===== src/rtl/numeric_key_input_if.sv =====
// Keyboard byte stream into the numeric entry block, plus its committed value and display outputs.
// master = keyboard/sequencer side, slave = numeric_key_input.
interface numeric_key_input_if #(
   parameter int NDIGITS = 3,
   parameter int VALUE_W = 10
);
   logic [7:0]           data;
   logic                 data_en;
   logic [VALUE_W-1:0]   Value;
   logic                 value_valid;
   logic                 range_err;
   logic                 editing;
   logic [2:0]           count;
   logic [4*NDIGITS-1:0] digits;

   modport master (
      output data, data_en,
      input  Value, value_valid, range_err, editing, count, digits
   );

   modport slave (
      input  data, data_en,
      output Value, value_valid, range_err, editing, count, digits
   );
endinterface


===== src/rtl/numeric_key_input.sv =====
// PS/2 numeric entry: up to NDIGITS BCD digits, Backspace/Enter/Escape, clamped commit with one-cycle strobe.
// Latency: commit visible one cycle after the Enter byte; no backpressure, every data_en byte is consumed.
module numeric_key_input #(
   parameter int NDIGITS  = 3,
   parameter int VALUE_W  = 10,
   parameter int MIN_VAL  = 0,
   parameter int MAX_VAL  = 999,
   parameter int INIT_VAL = 0
) (
   input  logic Clock,
   input  logic nReset,
   input  logic Enable,
   numeric_key_input_if.slave kb
);

   localparam int BW    = 4 * NDIGITS;
   localparam int RAW_W = VALUE_W + 4;

   localparam logic [7:0] KEY_ENTER = 8'h5A;
   localparam logic [7:0] KEY_BKSP  = 8'h66;
   localparam logic [7:0] KEY_ESC   = 8'h76;
   localparam logic [7:0] KEY_BREAK = 8'hF0;
   localparam logic [7:0] KEY_EXT   = 8'hE0;

   typedef enum logic {IDLE = 1'b0, EDIT = 1'b1} state_t;

   state_t               state_q, state_d;
   logic                 brk_q, ext_q;
   logic [BW-1:0]        buf_q, buf_d;
   logic [2:0]           count_q, count_d;
   logic [VALUE_W-1:0]   value_q, value_d;
   logic                 valid_q, valid_d;
   logic                 err_q, err_d;

   logic                 is_prefix;
   logic                 accepted;
   logic                 key_is_digit;
   logic [3:0]           key_digit;
   logic [RAW_W-1:0]     raw;
   logic                 above_max, below_min;
   logic [VALUE_W-1:0]   clamp_val;
   logic [BW-1:0]        value_bcd;
   logic [VALUE_W-1:0]   rem_val;

   // Prefix flags follow the byte stream even while another block owns the keyboard.
   always_ff @(posedge Clock or negedge nReset) begin
      if (!nReset) begin
         brk_q <= 1'b0;
         ext_q <= 1'b0;
      end else if (kb.data_en) begin
         if (kb.data == KEY_BREAK) begin
            brk_q <= 1'b1;
         end else if (kb.data == KEY_EXT) begin
            ext_q <= 1'b1;
         end else begin
            brk_q <= 1'b0;
            ext_q <= 1'b0;
         end
      end
   end

   assign is_prefix = (kb.data == KEY_BREAK) || (kb.data == KEY_EXT);
   assign accepted  = kb.data_en && !is_prefix && !brk_q && !ext_q && Enable;

   always_comb begin
      key_is_digit = 1'b1;
      key_digit    = 4'd0;
      case (kb.data)
         8'h45:   key_digit = 4'd0;
         8'h16:   key_digit = 4'd1;
         8'h1E:   key_digit = 4'd2;
         8'h26:   key_digit = 4'd3;
         8'h25:   key_digit = 4'd4;
         8'h2E:   key_digit = 4'd5;
         8'h36:   key_digit = 4'd6;
         8'h3D:   key_digit = 4'd7;
         8'h3E:   key_digit = 4'd8;
         8'h46:   key_digit = 4'd9;
         default: key_is_digit = 1'b0;
      endcase
   end

   // Widened by four bits so an unclamped buffer can never wrap before the range test.
   always_comb begin
      raw = '0;
      for (int i = NDIGITS - 1; i >= 0; i--) begin
         raw = raw * RAW_W'(10) + RAW_W'(buf_q[4*i +: 4]);
      end
   end

   assign above_max = raw > RAW_W'(MAX_VAL);

   generate
      if (MIN_VAL > 0) begin : g_min
         assign below_min = raw < RAW_W'(MIN_VAL);
      end else begin : g_nomin
         assign below_min = 1'b0;
      end
   endgenerate

   always_comb begin
      clamp_val = VALUE_W'(raw);
      if (above_max) begin
         clamp_val = VALUE_W'(MAX_VAL);
      end else if (below_min) begin
         clamp_val = VALUE_W'(MIN_VAL);
      end
   end

   always_ff @(posedge Clock or negedge nReset) begin
      if (!nReset) begin
         state_q <= IDLE;
         buf_q   <= '0;
         count_q <= '0;
         value_q <= VALUE_W'(INIT_VAL);
         valid_q <= 1'b0;
         err_q   <= 1'b0;
      end else begin
         state_q <= state_d;
         buf_q   <= buf_d;
         count_q <= count_d;
         value_q <= value_d;
         valid_q <= valid_d;
         err_q   <= err_d;
      end
   end

   always_comb begin
      state_d = state_q;
      buf_d   = buf_q;
      count_d = count_q;
      value_d = value_q;
      valid_d = 1'b0;
      err_d   = 1'b0;

      if (!Enable) begin
         state_d = IDLE;
         buf_d   = '0;
         count_d = '0;
      end else if (accepted) begin
         case (state_q)
            IDLE: begin
               if (key_is_digit) begin
                  buf_d   = BW'(key_digit);
                  count_d = 3'd1;
                  state_d = EDIT;
               end
            end
            EDIT: begin
               if (key_is_digit) begin
                  if (count_q < 3'(NDIGITS)) begin
                     buf_d   = (buf_q << 4) | BW'(key_digit);
                     count_d = count_q + 3'd1;
                  end
               end else begin
                  case (kb.data)
                     KEY_BKSP: begin
                        if (count_q != 3'd0) begin
                           buf_d   = buf_q >> 4;
                           count_d = count_q - 3'd1;
                        end
                     end
                     KEY_ESC: begin
                        state_d = IDLE;
                        buf_d   = '0;
                        count_d = '0;
                     end
                     KEY_ENTER: begin
                        state_d = IDLE;
                        buf_d   = '0;
                        count_d = '0;
                        if (count_q != 3'd0) begin
                           value_d = clamp_val;
                           valid_d = 1'b1;
                           err_d   = above_max || below_min;
                        end
                     end
                     default: ;
                  endcase
               end
            end
            default: state_d = IDLE;
         endcase
      end
   end

   always_comb begin
      value_bcd = '0;
      rem_val   = value_q;
      for (int i = 0; i < NDIGITS; i++) begin
         value_bcd[4*i +: 4] = 4'(rem_val % VALUE_W'(10));
         rem_val             = rem_val / VALUE_W'(10);
      end
   end

   assign kb.Value       = value_q;
   assign kb.value_valid = valid_q;
   assign kb.range_err   = err_q;
   assign kb.editing     = (state_q == EDIT);
   assign kb.count       = count_q;
   assign kb.digits      = (state_q == EDIT) ? buf_q : value_bcd;

endmodule


===== src/flat_wrapper.sv =====
// flat-port wrapper written by rule: the top's interface ports become plain ports
module numeric_key_input_flat 
#(
   parameter int NDIGITS  = 3,
   parameter int VALUE_W  = 10,
   parameter int MIN_VAL  = 0,
   parameter int MAX_VAL  = 999,
   parameter int INIT_VAL = 0
)
  (Clock, nReset, Enable, kb_data, kb_data_en, kb_Value, kb_value_valid, kb_range_err, kb_editing, kb_count, kb_digits);
  numeric_key_input_if #(.NDIGITS(NDIGITS), .VALUE_W(VALUE_W)) kb_i ();
  input  logic Clock;
  input  logic nReset;
  input  logic Enable;
  input wire logic [$bits(kb_i.data)-1:0] kb_data;
  input wire logic [$bits(kb_i.data_en)-1:0] kb_data_en;
  output wire logic [$bits(kb_i.Value)-1:0] kb_Value;
  output wire logic [$bits(kb_i.value_valid)-1:0] kb_value_valid;
  output wire logic [$bits(kb_i.range_err)-1:0] kb_range_err;
  output wire logic [$bits(kb_i.editing)-1:0] kb_editing;
  output wire logic [$bits(kb_i.count)-1:0] kb_count;
  output wire logic [$bits(kb_i.digits)-1:0] kb_digits;
  assign kb_i.data = kb_data;
  assign kb_i.data_en = kb_data_en;
  assign kb_Value = kb_i.Value;
  assign kb_value_valid = kb_i.value_valid;
  assign kb_range_err = kb_i.range_err;
  assign kb_editing = kb_i.editing;
  assign kb_count = kb_i.count;
  assign kb_digits = kb_i.digits;
  numeric_key_input #(.NDIGITS(NDIGITS), .VALUE_W(VALUE_W), .MIN_VAL(MIN_VAL), .MAX_VAL(MAX_VAL), .INIT_VAL(INIT_VAL)) u_core (.Clock(Clock), .nReset(nReset), .Enable(Enable), .kb(kb_i));
endmodule

===== config.mk =====
export PLATFORM = sky130hd
export DESIGN_NAME = numeric_key_input_flat
export DESIGN_NICKNAME = d
export VERILOG_FILES = /design/src/rtl/numeric_key_input_if.sv /design/src/rtl/numeric_key_input.sv /design/src/flat_wrapper.sv
export SDC_FILE = /design/constraint.sdc
export NUM_CORES = 1
export LEC_CHECK = 0
export BUFFER_PORTS_ARGS = -buffer_cell sky130_fd_sc_hd__buf_2
export CAP_MARGIN = 25
export CORE_UTILIZATION = 40
export CTS_BUF_LIST = sky130_fd_sc_hd__clkbuf_4 sky130_fd_sc_hd__clkbuf_8
export CTS_CLUSTER_SIZE = 8
export DETAILED_ROUTE_END_ITERATION = 8
export PLACE_DENSITY = 0.56
export SYNTH_ARGS = -nofsm -noshare
export SYNTH_HDL_FRONTEND = slang
export SYNTH_SLANG_ARGS = --single-unit

===== constraint.sdc =====
create_clock -name Clock -period 7.1 [get_ports Clock]
set_input_delay 0.71 -clock Clock [delete_from_list [all_inputs] [get_ports Clock]]
set_output_delay 0.71 -clock Clock [all_outputs]
set_load 0.01 [all_outputs]

After elaboration in Yosys (flattened, before gate mapping)
Index checks and enable logic that the tools add are counted.
{"block": "totals", "regBits": 30, "input_bits": 12, "wordCells": 102}
{"block": "op_classes", "add_sub_neg": 4, "mul": 2, "div": 5, "n_lt_le_gt_ge": 2, "n_eq_ne": 21, "mux": 41, "bitwise_logic": 4, "reduce_logical": 15}
{"cell": "12-bit 2-to-1 mux", "count": 7}
{"cell": "8-bit by 6-bit equality test with 1-bit output (second input constant)", "count": 6}
{"cell": "12-bit one-hot mux with 2 select lines", "count": 2}
{"cell": "8-bit by 7-bit equality test with 1-bit output (second input constant)", "count": 5}
{"cell": "4-bit one-hot mux with 9 select lines", "count": 1}
{"cell": "10-bit by 4-bit modulo with 10-bit output (second input constant)", "count": 3}
{"cell": "14-bit by 4-bit adder with 14-bit output", "count": 2}
{"cell": "1-bit 2-to-1 mux", "count": 21}
{"cell": "10-bit by 4-bit divider with 10-bit output (second input constant)", "count": 2}
{"cell": "3-bit 2-to-1 mux", "count": 6}
{"cell": "8-bit by 5-bit equality test with 1-bit output (second input constant)", "count": 2}
{"cell": "8-bit equality test (second input constant)", "count": 2}
{"cell": "14-bit by 10-bit > comparator with 1-bit output (second input constant)", "count": 1}
{"cell": "14-bit by 3-bit multiplier with 13-bit output (second input constant)", "count": 1}
{"cell": "12-bit by 4-bit OR with 12-bit output", "count": 1}
{"cell": "3-bit one-hot mux with 2 select lines", "count": 2}
{"cell": "10-bit 2-to-1 mux", "count": 1}
{"cell": "5-bit inequality test (second input constant)", "count": 2}
{"cell": "10-bit OR reduction", "count": 1}
{"cell": "4-bit by 3-bit multiplier with 7-bit output (second input constant)", "count": 1}
{"cell": "6-bit AND reduction", "count": 1}
{"cell": "5-bit AND reduction", "count": 1}
{"cell": "1-bit logical AND", "count": 4}
{"cell": "2-bit by 1-bit inequality test with 1-bit output (second input constant)", "count": 2}
{"cell": "other kinds (12)", "count": 17}

Depth between registers and ports, before layout
Gate-level depths: netlist of the first run.
{"block": "depth", "word_depth": 11, "mapped_depth": 28, "mapped_depth_nobuf": 24}

Worst setup path after synthesis of the first run
Ideal clock, no wire load.
{"block": "synth_path", "kind": "flip-flop to output port", "startpoint": "reg u_core.value_q[9], in the netlist u_core.kb.Value[9]", "endpoint": "out kb_digits[7]", "arrival_time_ns": 5.379, "t_required_ns": 6.390, "slack_ns": 1.011, "path_stages_with_launch": 27, "path_cell_list": "dfrtp_1 > buf_2 > buf_2 > inv_1 > o21ai_0 > o21ai_0 > a21oi_1 > ha_1 > nand2_1 > inv_1 > nand4_1 > or2_1 > or4_4 > o21a_2 > o221ai_4 > nand3_2 > clkinv_2 > xnor2_1 > inv_1 > ha_1 > a311oi_1 > a221o_1 > nand3_1 > a2111oi_4 > o21ai_2 > or4_1 > nand3_1"}
{"block": "synth_via", "elab_chain_len": 3}
{"element": "start: declaration", "line": "numeric_key_input.sv:31", "source": "logic [VALUE_W-1:0] value_q, value_d;"}
{"element": "start signal: assignment", "line": "numeric_key_input.sv:115", "source": "value_q <= VALUE_W'(INIT_VAL);"}
{"element": "start signal: assignment", "line": "numeric_key_input.sv:122", "source": "value_q <= value_d;"}
{"element": "10-bit by 4-bit divider with 10-bit output", "line": "numeric_key_input.sv:192", "source": "rem_val = rem_val / VALUE_W'(10);"}
{"element": "10-bit by 4-bit modulo with 10-bit output", "line": "numeric_key_input.sv:191", "source": "value_bcd[4*i +: 4] = 4'(rem_val % VALUE_W'(10));"}
{"element": "12-bit 2-to-1 mux", "line": "numeric_key_input.sv:201", "source": "assign kb.digits = (state_q == EDIT) ? buf_q : value_bcd;"}
{"element": "end: declaration", "line": "flat_wrapper.sv:22", "source": "output wire logic [$bits(kb_i.digits)-1:0] kb_digits;"}
Every way passes these cells.

Final worst setup path of the first run
{"block": "layout_path", "startpoint": "reg u_core.value_q[6], in the netlist u_core.kb.Value[6]", "endpoint": "out kb_digits[7]"}
The elaborated chain is that of the path after synthesis.

==> results of run 1 <==
-- flip-flops by register name, indices dropped and copies added, names as in the netlist --
name	flops
u_core.kb.editing	1
u_core.kb.range_err	1
u_core.kb.count	3
u_core.brk_q	1
u_core.kb.Value	10
u_core.buf_q	12
u_core.ext_q	1
u_core.kb.value_valid	1
-- path summary, 6_finish.rpt --
path                               startpoint                 end  slack, ps
hold / removal                         nReset    u_core.buf_q[11]        460
setup / recovery           u_core.kb.Value[6]        kb_digits[7]        350
min in group Clock               u_core.ext_q        u_core.ext_q        520
setup reg to reg             u_core.buf_q[11]  u_core.kb.Value[1]       2140
max in group asynchronous              nReset  u_core.kb.Value[8]       6160
hold reg to reg                  u_core.ext_q        u_core.ext_q        520
-- power groups by stage --
stage / clock [mW] / sequential, mW / combinational, mW
6_report: 0.151 / 0.174 / 0.0297
5_1_grt: 0.163 / 0.174 / 0.0337
4_1_cts: 0.155 / 0.174 / 0.0299
3_5_place_dp: 0 / 0.177 / 0.0297
3_3_place_gp: 0 / 0.177 / 0.0293
2_1_floorplan: 0 / 0.176 / 0.0174
-- placed cells by master, fill, tap and decap left out, types with 4 or more instances in the layout --
cell type,synthesis,layout
nor2_1,58,58
nand2_1,58,57
buf_2,7,39
a21oi_1,37,36
o21ai_0,35,35
ha_1,35,35
dfrtp_1,30,26
inv_1,24,24
nand3_1,20,20
xnor2_1,20,19
buf_4,6,15
nand2b_1,13,13
a31oi_1,13,13
a21o_1,12,12
o22ai_1,11,11
mux2i_1,10,10
xor2_1,10,10
nor3_1,9,9
nand3b_1,7,7
and2_1,7,7
a211oi_1,7,7
nor2b_1,7,6
nand4_1,6,6
o31ai_1,6,6
clkbuf_8,0,6
or3_1,5,5
o21a_1,4,4
o221a_2,4,4
o211ai_1,4,4
a311oi_1,4,4
nor3b_1,4,4
mux2_2,4,4
fa_1,4,4
dfrtp_2,0,4
-- cells in the mapped netlist (9+ instances only) --
cell type	count	area, µm²
a21o_1	12	90.1
inv_1	24	90.1
a21oi_1	37	185
nand2_1	58	218
nand3_1	20	100
xor2_1	10	87.6
ha_1	35	438
mux2i_1	10	100
o22ai_1	11	68.8
o21ai_0	35	175
nor2_1	58	218
nor3_1	9	45.0
xnor2_1	20	175
a31oi_1	13	81.3
nand2b_1	13	81.3
clkbuf_1	17	63.8
dfrtp_1	30	751
-- cells by family after synthesis --
group           count (synthesis)  share of synthesized area
simple gates                  231                      0.267
compound gates                187                      0.297
buf+inv                        60                     0.0597
fa+ha+maj                      39                      0.113
xor+xnor                       32                     0.0646
flops                          30                      0.164
mux                            15                     0.0342
-- cell type report --
cell class / count / area (µm²)
sequential: 30 / 756
fill: 1092 / 5930
tap: 140 / 175
timing repair buffer: 55 / 318
clock buffer: 6 / 82.6
inverter: 28 / 106
clock inverter: 2 / 12.5
multi-input combinational: 504 / 3610
-- metal layers --
metal,part of all wire,vias to the layer above
li1,-,2267
met1,0.46,2170
met2,0.49,129
met3,0.037,18
met4,0.014,0
met5,0,-
-- through the flow --
| step | setup WS (ps) | hold slack (ps) | total power [mW] | std cells | instance area (µm²) |
|---|---|---|---|---|---|
| after global routing | 3.57 | 503 | 0.370 | 765 | 5060 |
| final | 345 | 456 | 0.355 | 765 | 5060 |
| after floorplan | 1010 | 414 | 0.194 | 594 | 4570 |
| after detailed placement | 488 | 500 | 0.207 | 750 | 4850 |
| after global placement | 540 | 488 | 0.206 | 749 | 4840 |
| after CTS | 144 | 476 | 0.359 | 758 | 4940 |
-- worst register-to-register path, cell delays in order, from the launching register on --
cell and delay, ps:
dfrtp_1 550, ha_1 300, ha_1 230, fa_1 540
nand2_1 60, nor2_1 140, nor4bb_1 600, ha_1 350
ha_1 330, xor2_1 210, nor3_1 250, nand3_1 90
o21ai_0 80, nand2_1 70, nor2_1 310, o41ai_1 170
clkdlybuf4s18_2 300, o21ai_0 160, o21ai_0 100
-- timing repair --
action | CTS | global route
endpoints found under the hold margin | 0 | 0
setup buffers | 0 | 7
hold buffers | 0 | 0
resized for setup | 0 | 15
endpoints found under the setup margin | 0 | 4
==> qor.txt, run 1 <==
status: finished clean
grt met3 use: 0.0185
gpl congestion: 0.898
Die ar.: 11900 µm²
Worst Skew: 3.62 ps
clock share of power: 0.426
H-tree depth: 2
Rows: 38
Sink Count: 30
Starting Density: 0.416
Tightest Hold Check Type: in -> async
die height: 109 µm
GRT Total Usage: 0.216
sequential fraction of design power: 0.490
first-pass GRT wire length: 20.6 mm
Register-to-Register Path Depth: 18
Via density: 5.99
CP max stage cell: or4_4
crit path kind: reg -> out
hpwl dp: 9.50 mm
fin util: 0.460
worst-case vdd ir drop: 100 µV
count of cell types in the netlist: 95
WP depth: 21
port bufs: 39
area grow syn2layout: 10.7%
buffers from clock root to sink, at most: 2
largest net degree at the start of global routing: 31
Net Sw Frac: 0.267
layout cells sized above 1: 0.179
TritonCTS clock tree: done
cells along the critical path: nand2b_2 > xnor2_1 > a211oi_4 > o221ai_1 > or2_1 > or4_4 > o21a_2 > o221ai_4 > nand3_2 > clkinv_2 > xnor2_1 > inv_1 > ha_1 > a311oi_1 > a221o_1 > nand3_1 > a2111oi_4 > o21ai_2 > or4_1 > nand3_1 > buf_2
Die Wd: 109 µm
Mapped Area: 4570 µm²
final hold violation count: 0
Post-Syn Instances: 594
Antenna Nets Post-Route: 0
CP endpoint kind: primary output
syn nets: 645
number of global-route vias before repair: 4212
Worst Path Arrival: 6040 ps
setup violators final: 0
f_max: 0.148 GHz
Max-Cap Viols: 0
GR Layer Usage met1: 0.287
GR Util met2: 0.375
fin crit share: 0.951
Ports: 40
Leak Pwr: 2.24 nW
gr busiest metal: met2
Worst-path clk slew: 70 ps
Slew HR: 0.313
residual DRC count: 0
Tmin final: 6750 ps
pwr/cell area: 70.1 nW/µm²
Max FO, Critical Path: 15
max incr delay on CP: 510 ps
Post-synth EDFFs: 0
clk_lat worst skew: 280 ps
detailed router's first-iteration violation count: 282
GRT overflow: 0
Final nets: 675
WL/cell: 16.5 µm
Worst Tran Pin Value: 1030 ps
Root Driver: clkbuf_8
RSZ-0062 raised after global routing: no
average size of a mapped cell: 7.69 µm²
CP startpoint kind: flip-flop
Internal: 0.260 mW
cell family with most CP delay: compound AO/OA/AOI/OAI gates
sum of negative setup slack: 0 ps
total number of vias: 4584
initial antenna violation count: 0
final slew viol count: 0
Core Region: 11000 µm²
drt total wl: 12.6 mm
Ys Warns: 0
ys async rst share: 1.00
Num CTS Buffers: 5
diodes inserted: 0
Buffers & Inverters on Critical Path: 3
synthesized flop and latch total: 30
drt first pass iters: 5
proportion of power drawn by combinational gates: 0.084
Worst Path Required: 6390 ps
Main synth FF type: dfrtp_1
sequential area share after synthesis: 0.164
Psw: 0.0946 mW
Power figures use the tool's default switching activity.
==> run 2: changes to the inputs <==
--- a/config.mk
+++ b/config.mk
@@ -6,11 +6,11 @@
 export NUM_CORES = 1
 export LEC_CHECK = 0
 export BUFFER_PORTS_ARGS = -buffer_cell sky130_fd_sc_hd__buf_2
-export CAP_MARGIN = 25
 export CORE_UTILIZATION = 40
 export CTS_BUF_LIST = sky130_fd_sc_hd__clkbuf_4 sky130_fd_sc_hd__clkbuf_8
 export CTS_CLUSTER_SIZE = 8
 export DETAILED_ROUTE_END_ITERATION = 8
+export MAX_ROUTING_LAYER = met4
 export PLACE_DENSITY = 0.56
 export SYNTH_ARGS = -nofsm -noshare
 export SYNTH_HDL_FRONTEND = slang
==> run 2 against run 1 <==
- worst setup slack lost 16 ps
- wire length down 0.25%
- critical path depth grew 1
- clock skew grew 4.8 ps
- global-route usage is 0.71 points higher
- final cell count decreased by 0.39%
- clock power hardly changed
- hold slack better by 2.5 ps
- core utilization shrank 0.22 points
- total power fell by 0.54%
- maximum frequency shrank 0.23%
- die area stayed put
==> qor.txt, run 2 (synthesis gave the netlist of run 1 again) <==
status: finished clean
most common cell after layout, fill and taps aside: nor2_1
diodes inserted: 0 (unchanged)
Tightest Hold Check Type: in -> async
r2r setup slk: 2180 ps (+40 ps)
TritonCTS clock tree: done
first-pass GRT wire length: 20.7 mm (+0.37%)
die height: 109 µm (unchanged)
detailed router's first-iteration violation count: 299 (+6.0%)
number of flip-flops in the largest register: 12 (unchanged)
Die Wd: 109 µm (unchanged)
Max-Cap Viols: 0 (unchanged)
Core Region: 11000 µm² (unchanged)
Internal: 0.260 mW (about the same)
Worst Path Required: 6390 ps (about the same)
pwr/cell area: 70.0 nW/µm² (about the same)
Ports: 40 (unchanged)
sum of negative setup slack: 0 ps (unchanged)
Worst Skew: 8.46 ps (+4.83 ps)
Worst Tran Pin Value: 1240 ps (+217 ps)
f_max: 0.148 GHz (-0.23%)
clk_lat worst skew: 280 ps (about the same)
Post-DP Area: 4850 µm² (about the same)
Psw: 0.0927 mW (-2.0%)
register name with the most flops: u_core.buf_q
Hold WS: 459 ps (+2.49 ps)
drt total wl: 12.6 mm (-0.25%)
dpl cells: 750 (unchanged)
Non-Filler Instances: 762 (-0.39%)
area grow syn2layout: 10.2%
fin util: 0.458 (-0.00216)
proportion of power drawn by combinational gates: 0.085 (about the same)
hpwl dp: 9.60 mm (+1.1%)
Via density: 5.96 (-0.53%)
sequential fraction of design power: 0.493 (+0.003)
Final nets: 672 (-0.44%)
layout cells sized above 1: 0.178 (-0.000743)
crit path kind: reg -> out
worst-case vdd ir drop: 141 µV (+41%)
largest net degree at the start of global routing: 31 (unchanged)
launching point of the worst reg2reg path: u_core.buf_q[11]
Worst Path Arrival: 6060 ps (+20 ps)
H-tree depth: 2 (unchanged)
final hold violation count: 0 (unchanged)
Tmin final: 6770 ps (+15.7 ps)
Root Driver: clkbuf_8
Final Worst Setup Slack: 330 ps (-15.7 ps)
residual DRC count: 0 (unchanged)
Starting Density: 0.416 (unchanged)
reg2reg end: u_core.kb.Value[1]
gpl congestion: 0.898 (about the same)
initial antenna violation count: 0 (unchanged)
final slew viol count: 0 (unchanged)
Finished Cell Area: 5030 µm² (-0.47%)
GRT Total Usage: 0.223 (+0.00705)
Sink Count: 30 (unchanged)
total number of vias: 4542 (-0.92%)
Antenna Nets Post-Route: 0 (unchanged)
Die ar.: 11900 µm² (unchanged)
WL/cell: 16.5 µm (+0.14%)
port bufs: 39 (unchanged)
buffers from clock root to sink, at most: 2 (unchanged)
CP endpoint kind: primary output
most frequent cells in the layout: 58 x nor2_1, 57 x nand2_1, 39 x buf_2
Max FO, Critical Path: 17 (+2)
clock share of power: 0.422 (-0.004)
GRT overflow: 0 (unchanged)
Net Sw Frac: 0.263 (-0.00399)
CP startpoint kind: flip-flop
Rows: 38 (unchanged)
pre-CTS WS: 496 ps (+8.16 ps)
Final Total Pwr: 0.353 mW (-0.54%)
Register-to-Register Path Depth: 17 (-1)
Leak Pwr: 2.22 nW (-0.84%)
drt first pass iters: 5 (unchanged)
setup violators final: 0 (unchanged)
fin crit share: 0.954 (+0.00221)
Slew HR: 0.160 (-0.153)
number of global-route vias before repair: 4140 (-1.7%)
Worst-path clk slew: 70 ps (about the same)
Num CTS Buffers: 5 (unchanged)
[run 2: final cells by class]
type	count	area [µm²]
Fill cell	1129	5950
Multi-Input combinational cell	504	3610
Sequential cell	30	757
Timing Repair Buffer	52	293
Tap cell	140	175
Inverter	28	106
Clock buffer	6	82.6
Clock inverter	2	12.5
[run 2: worst max-delay path by stage]
stage | cells past startpoint | from | end
after floorplan | 26 | u_core.kb.Value[9] | kb_digits[7]
after detailed placement | 22 | u_core.kb.Value[6] | kb_digits[7]
after CTS | 22 | u_core.kb.Value[6] | kb_digits[7]
final | 22 | u_core.kb.Value[6] | kb_digits[7]
after global routing | 22 | u_core.kb.Value[6] | kb_digits[7]
after global placement | 22 | u_core.kb.Value[6] | kb_digits[7]
[run 2: critical path, cell delays in order (launching register included)]
cell and delay (ps):
dfrtp_2 510, buf_4 220, nand2b_2 240, xnor2_1 200
a211oi_4 430, nor4_2 120, a211o_1 340, or4_4 570
o21a_2 270, o221ai_4 280, nand3_2 170, clkinv_2 140
xnor2_1 180, inv_1 100, ha_1 240, a311oi_1 240
a221o_1 180, nand3_1 120, a2111oi_4 370, o21ai_2 130
or4_1 520, nand3_1 80, buf_2 130
[run 2: power groups by stage]
stage	clock (mW)	sequential, mW	combinational (mW)
2_1_floorplan	0	0.176	0.0174
3_3_place_gp	0	0.177	0.0294
3_5_place_dp	0	0.177	0.0299
4_1_cts	0.150	0.174	0.0301
5_1_grt	0.158	0.174	0.0338
6_report	0.149	0.174	0.0300
[run 2: timing repair]
action | 4_1_cts | 5_1_grt
hold buffers | 0 | 0
setup endpoints to repair | 0 | 5
setup buffers | 0 | 4
gates resized for setup | 0 | 16
[run 2: layer usage]
| metal | up-vias | share of wire | global-route usage |
|---|---|---|---|
| met4 | 0 | 0.014 | 0.0560 |
| met1 | 2157 | 0.47 | 0.295 |
| met5 | - | 0 | - |
| li1 | 2256 | - | - |
| met3 | 15 | 0.033 | 0.0185 |
| met2 | 114 | 0.48 | 0.366 |
==> run 3: changes to the inputs <==
--- a/config.mk
+++ b/config.mk
@@ -5,13 +5,14 @@
 export SDC_FILE = /design/constraint.sdc
 export NUM_CORES = 1
 export LEC_CHECK = 0
+export ABC_AREA = 1
 export BUFFER_PORTS_ARGS = -buffer_cell sky130_fd_sc_hd__buf_2
 export CORE_UTILIZATION = 40
 export CTS_BUF_LIST = sky130_fd_sc_hd__clkbuf_4 sky130_fd_sc_hd__clkbuf_8
 export CTS_CLUSTER_SIZE = 8
 export DETAILED_ROUTE_END_ITERATION = 8
 export MAX_ROUTING_LAYER = met4
-export PLACE_DENSITY = 0.56
+export PLACE_DENSITY = 0.57
 export SYNTH_ARGS = -nofsm -noshare
 export SYNTH_HDL_FRONTEND = slang
 export SYNTH_SLANG_ARGS = --single-unit
==> run 3 against run 2 <==
- clock power is essentially flat
- non-clock buffer count decreased by 12
- count of clock-buffer cells in the layout rose by 1
==> qor.txt, run 3 <==
pwr/cell area: 83.0 nW/µm² (+19%)
largest net degree at the start of global routing: 31 (unchanged)
launching point of the worst reg2reg path: u_core.buf_q[11]
average size of a mapped cell: 6.73 µm² (-12%)
H-tree depth: 2 (unchanged)
GRT overflow: 0 (unchanged)
Worst Path Arrival: 5170 ps (-890 ps)
CP max stage cell: dfrtp_1
fin crit share: 0.828 (-0.126)
Sequential cell area: 751 µm² (-0.83%)
Worst Tran Pin Value: 683 ps (-561 ps)
Post-DP Area: 4420 µm² (-8.9%)
max incr delay on CP: 490 ps (-80 ps)
Post-synth top cells: 133 x nand2_1, 102 x inv_1, 45 x nand3_1
crit path kind: reg -> out
Root Driver: clkbuf_8
drt first pass iters: 4 (-1)
number of flip-flops in the largest register: 12 (unchanged)
Max FO, Critical Path: 11 (-6)
Num CTS Buffers: 5 (unchanged)
Tmin final: 5880 ps (-893 ps)
status: finished clean
area leader, netlist: dfrtp_1
grt met3 use: 0.0237 (+0.00520)
CP startpoint kind: flip-flop
Via density: 5.11 (-14%)
worst-case vdd ir drop: 90.2 µV (-36%)
total number of vias: 3983 (-12%)
clock share of power: 0.399 (-0.023)
proportion of power drawn by combinational gates: 0.129 (+0.044)
WP depth: 39 (+77%)
setup violators final: 0 (unchanged)
diodes inserted: 0 (unchanged)
Final Total Pwr: 0.375 mW (+6.3%)
gpl congestion: 0.930 (+3.6%)
Post-synth EDFFs: 0 (unchanged)
Hold WS: 455 ps (-3.66 ps)
GRT Total Usage: 0.206 (-0.0165)
RSZ-0062 raised after global routing: no
Worst-path clk slew: 70 ps (about the same)
count of cell types in the netlist: 49 (-48%)
syn nets: 656 (+1.7%)
Register-to-Register Path Depth: 21 (+4)
buffers from clock root to sink, at most: 2 (unchanged)
Max-Cap Viols: 0 (unchanged)
Post-Syn Instances: 605 (+1.9%)
port bufs: 39 (unchanged)
final slew viol count: 0 (unchanged)
CP endpoint kind: primary output
Mapped Area: 4070 µm² (-11%)
Final nets: 697 (+3.7%)
Ports: 40 (unchanged)
Die ar.: 10600 µm² (-11%)
detailed router's first-iteration violation count: 101 (-66%)
Die Wd: 103 µm (-5.5%)
Main synth FF type: dfrtp_1
TritonCTS clock tree: done
residual DRC count: 0 (unchanged)
GR Util met2: 0.354 (-0.0118)
initial antenna violation count: 0 (unchanged)
number of global-route vias before repair: 3789 (-8.5%)
sequential fraction of design power: 0.472 (-0.021)
area grow syn2layout: 10.8%
Core Region: 9820 µm² (-11%)
Antenna Nets Post-Route: 0 (unchanged)
Slew HR: 0.545 (+0.385)
sum of negative setup slack: 0 ps (unchanged)
most frequent cell on the critical path: nand2_1
Starting Density: 0.415 (-0.00128)
most common cell after layout, fill and taps aside: nand2_1
Tightest Hold Check Type: in -> async
gr busiest metal: met2
hpwl dp: 8.17 mm (-15%)
Buffers & Inverters on Critical Path: 4 (unchanged)
r2r setup slk: 2230 ps (+50 ps)
Post-CTS Hold Fix Bufs: 0 (unchanged)
Leak Pwr: 2.45 nW (+11%)
synthesized flop and latch total: 30 (unchanged)
ys async rst share: 1.00 (unchanged)
Psw: 0.103 mW (+11%)
sequential area share after synthesis: 0.184 (+0.0200)
Rows: 36 (-5.3%)
layout cells sized above 1: 0.179 (+0.000832)
most common cell in the netlist: nand2_1
drt total wl: 9.87 mm (-22%)
total setup buffers inserted after CTS: 0 (unchanged)
clk_lat worst skew: 290 ps (about the same)
f_max: 0.170 GHz (+15%)
Sink Count: 30 (unchanged)
area share of the largest cell type after synthesis: 0.184 (+0.0200)
reg2reg end: u_core.kb.Value[1]
GR Layer Usage met1: 0.255 (-0.0407)
Worst Skew: 12.6 ps (+4.14 ps)
Net Sw Frac: 0.275 (+0.0117)
final hold violation count: 0 (unchanged)
Finished Cell Area: 4510 µm² (-10%)
Synth area leaders: dfrtp_1 18%, nand2_1 12%, ha_1 11%
first-pass GRT wire length: 17.0 mm (-18%)
register name with the most flops: u_core.buf_q
Ys Warns: 0 (unchanged)
cell family with most CP delay: simple AND/OR/NAND/NOR gates
fin util: 0.460 (+0.00130)
filler instances: 1080 (-4.3%)
WL/cell: 12.7 µm (-24%)
most frequent cells in the layout: 133 x nand2_1, 102 x inv_1, 45 x nand3_1
Internal: 0.272 mW (+4.6%)
Worst Path Required: 6390 ps (about the same)
Setup crit start: u_core.kb.Value[8]
area of the multi-input gates: 2870 µm² (-20%)
die height: 103 µm (-5.5%)
PostCTS Resize Cnt: 0 (unchanged)
Worst Setup EP: kb_digits[7]
[run 3: cell count changes in the layout (fill, tap and decap cells not counted), moves of 12 or more]
cell / delta
nand2b_1: -13
xnor2_1: -13
nor2_1: -23
nand3_1: +25
nand2_2: +20
a31oi_1: -12
a21oi_1: -21
buf_4: -12
nand4_1: +12
nand2_1: +76
inv_1: +78
[run 3: cells by family after synthesis]
logic type,count (synthesis),synth area share
compound gates,94,0.149
xor+xnor,22,0.0473
fa+ha+maj,39,0.127
buf+inv,119,0.112
flops,30,0.184
simple gates,301,0.380
[run 3: worst min path at each step]
stage	from	endpoint	slack, ps	cells past startpoint
2_1_floorplan	nReset	u_core.brk_q	410	0
3_3_place_gp	u_core.ext_q	u_core.ext_q	490	2
3_5_place_dp	u_core.ext_q	u_core.ext_q	500	2
4_1_cts	nReset	u_core.buf_q[10]	490	1
5_1_grt	nReset	u_core.kb.count[2]	520	1
6_report	nReset	u_core.kb.count[2]	460	1
[run 3: final cells by class]
| cell class | count | share of cell area |
|---|---|---|
| repair buffers | 40 | 0.0449 |
| flip-flops and latches | 30 | 0.166 |
| clock inverters | 1 | 0.00111 |
| multi-input cells | 456 | 0.637 |
| well taps | 133 | 0.0369 |
| clock buffers | 7 | 0.0200 |
| inverters | 113 | 0.0940 |
[run 3: routing by layer]
layer	up-vias	routed length, µm
met5	-	0
met4	0	193
met3	17	244
met2	46	4840
met1	1845	4600
li1	2075	-
[run 3: metrics by stage]
stage                     setup WS, ps  instances
final                             1220        780
after global routing               648        780
after CTS                         1220        780
after detailed placement          1560        772
after global placement            1700        772
after floorplan                   2130        605
[run 3: power by group through the flow]
stage	clock network, mW	logic (mW)	registers (mW)
after floorplan	0	0.0291	0.180
after global placement	0	0.0485	0.180
after detailed placement	0	0.0488	0.180
after CTS	0.152	0.0491	0.177
after global routing	0.163	0.0560	0.177
final	0.150	0.0485	0.177
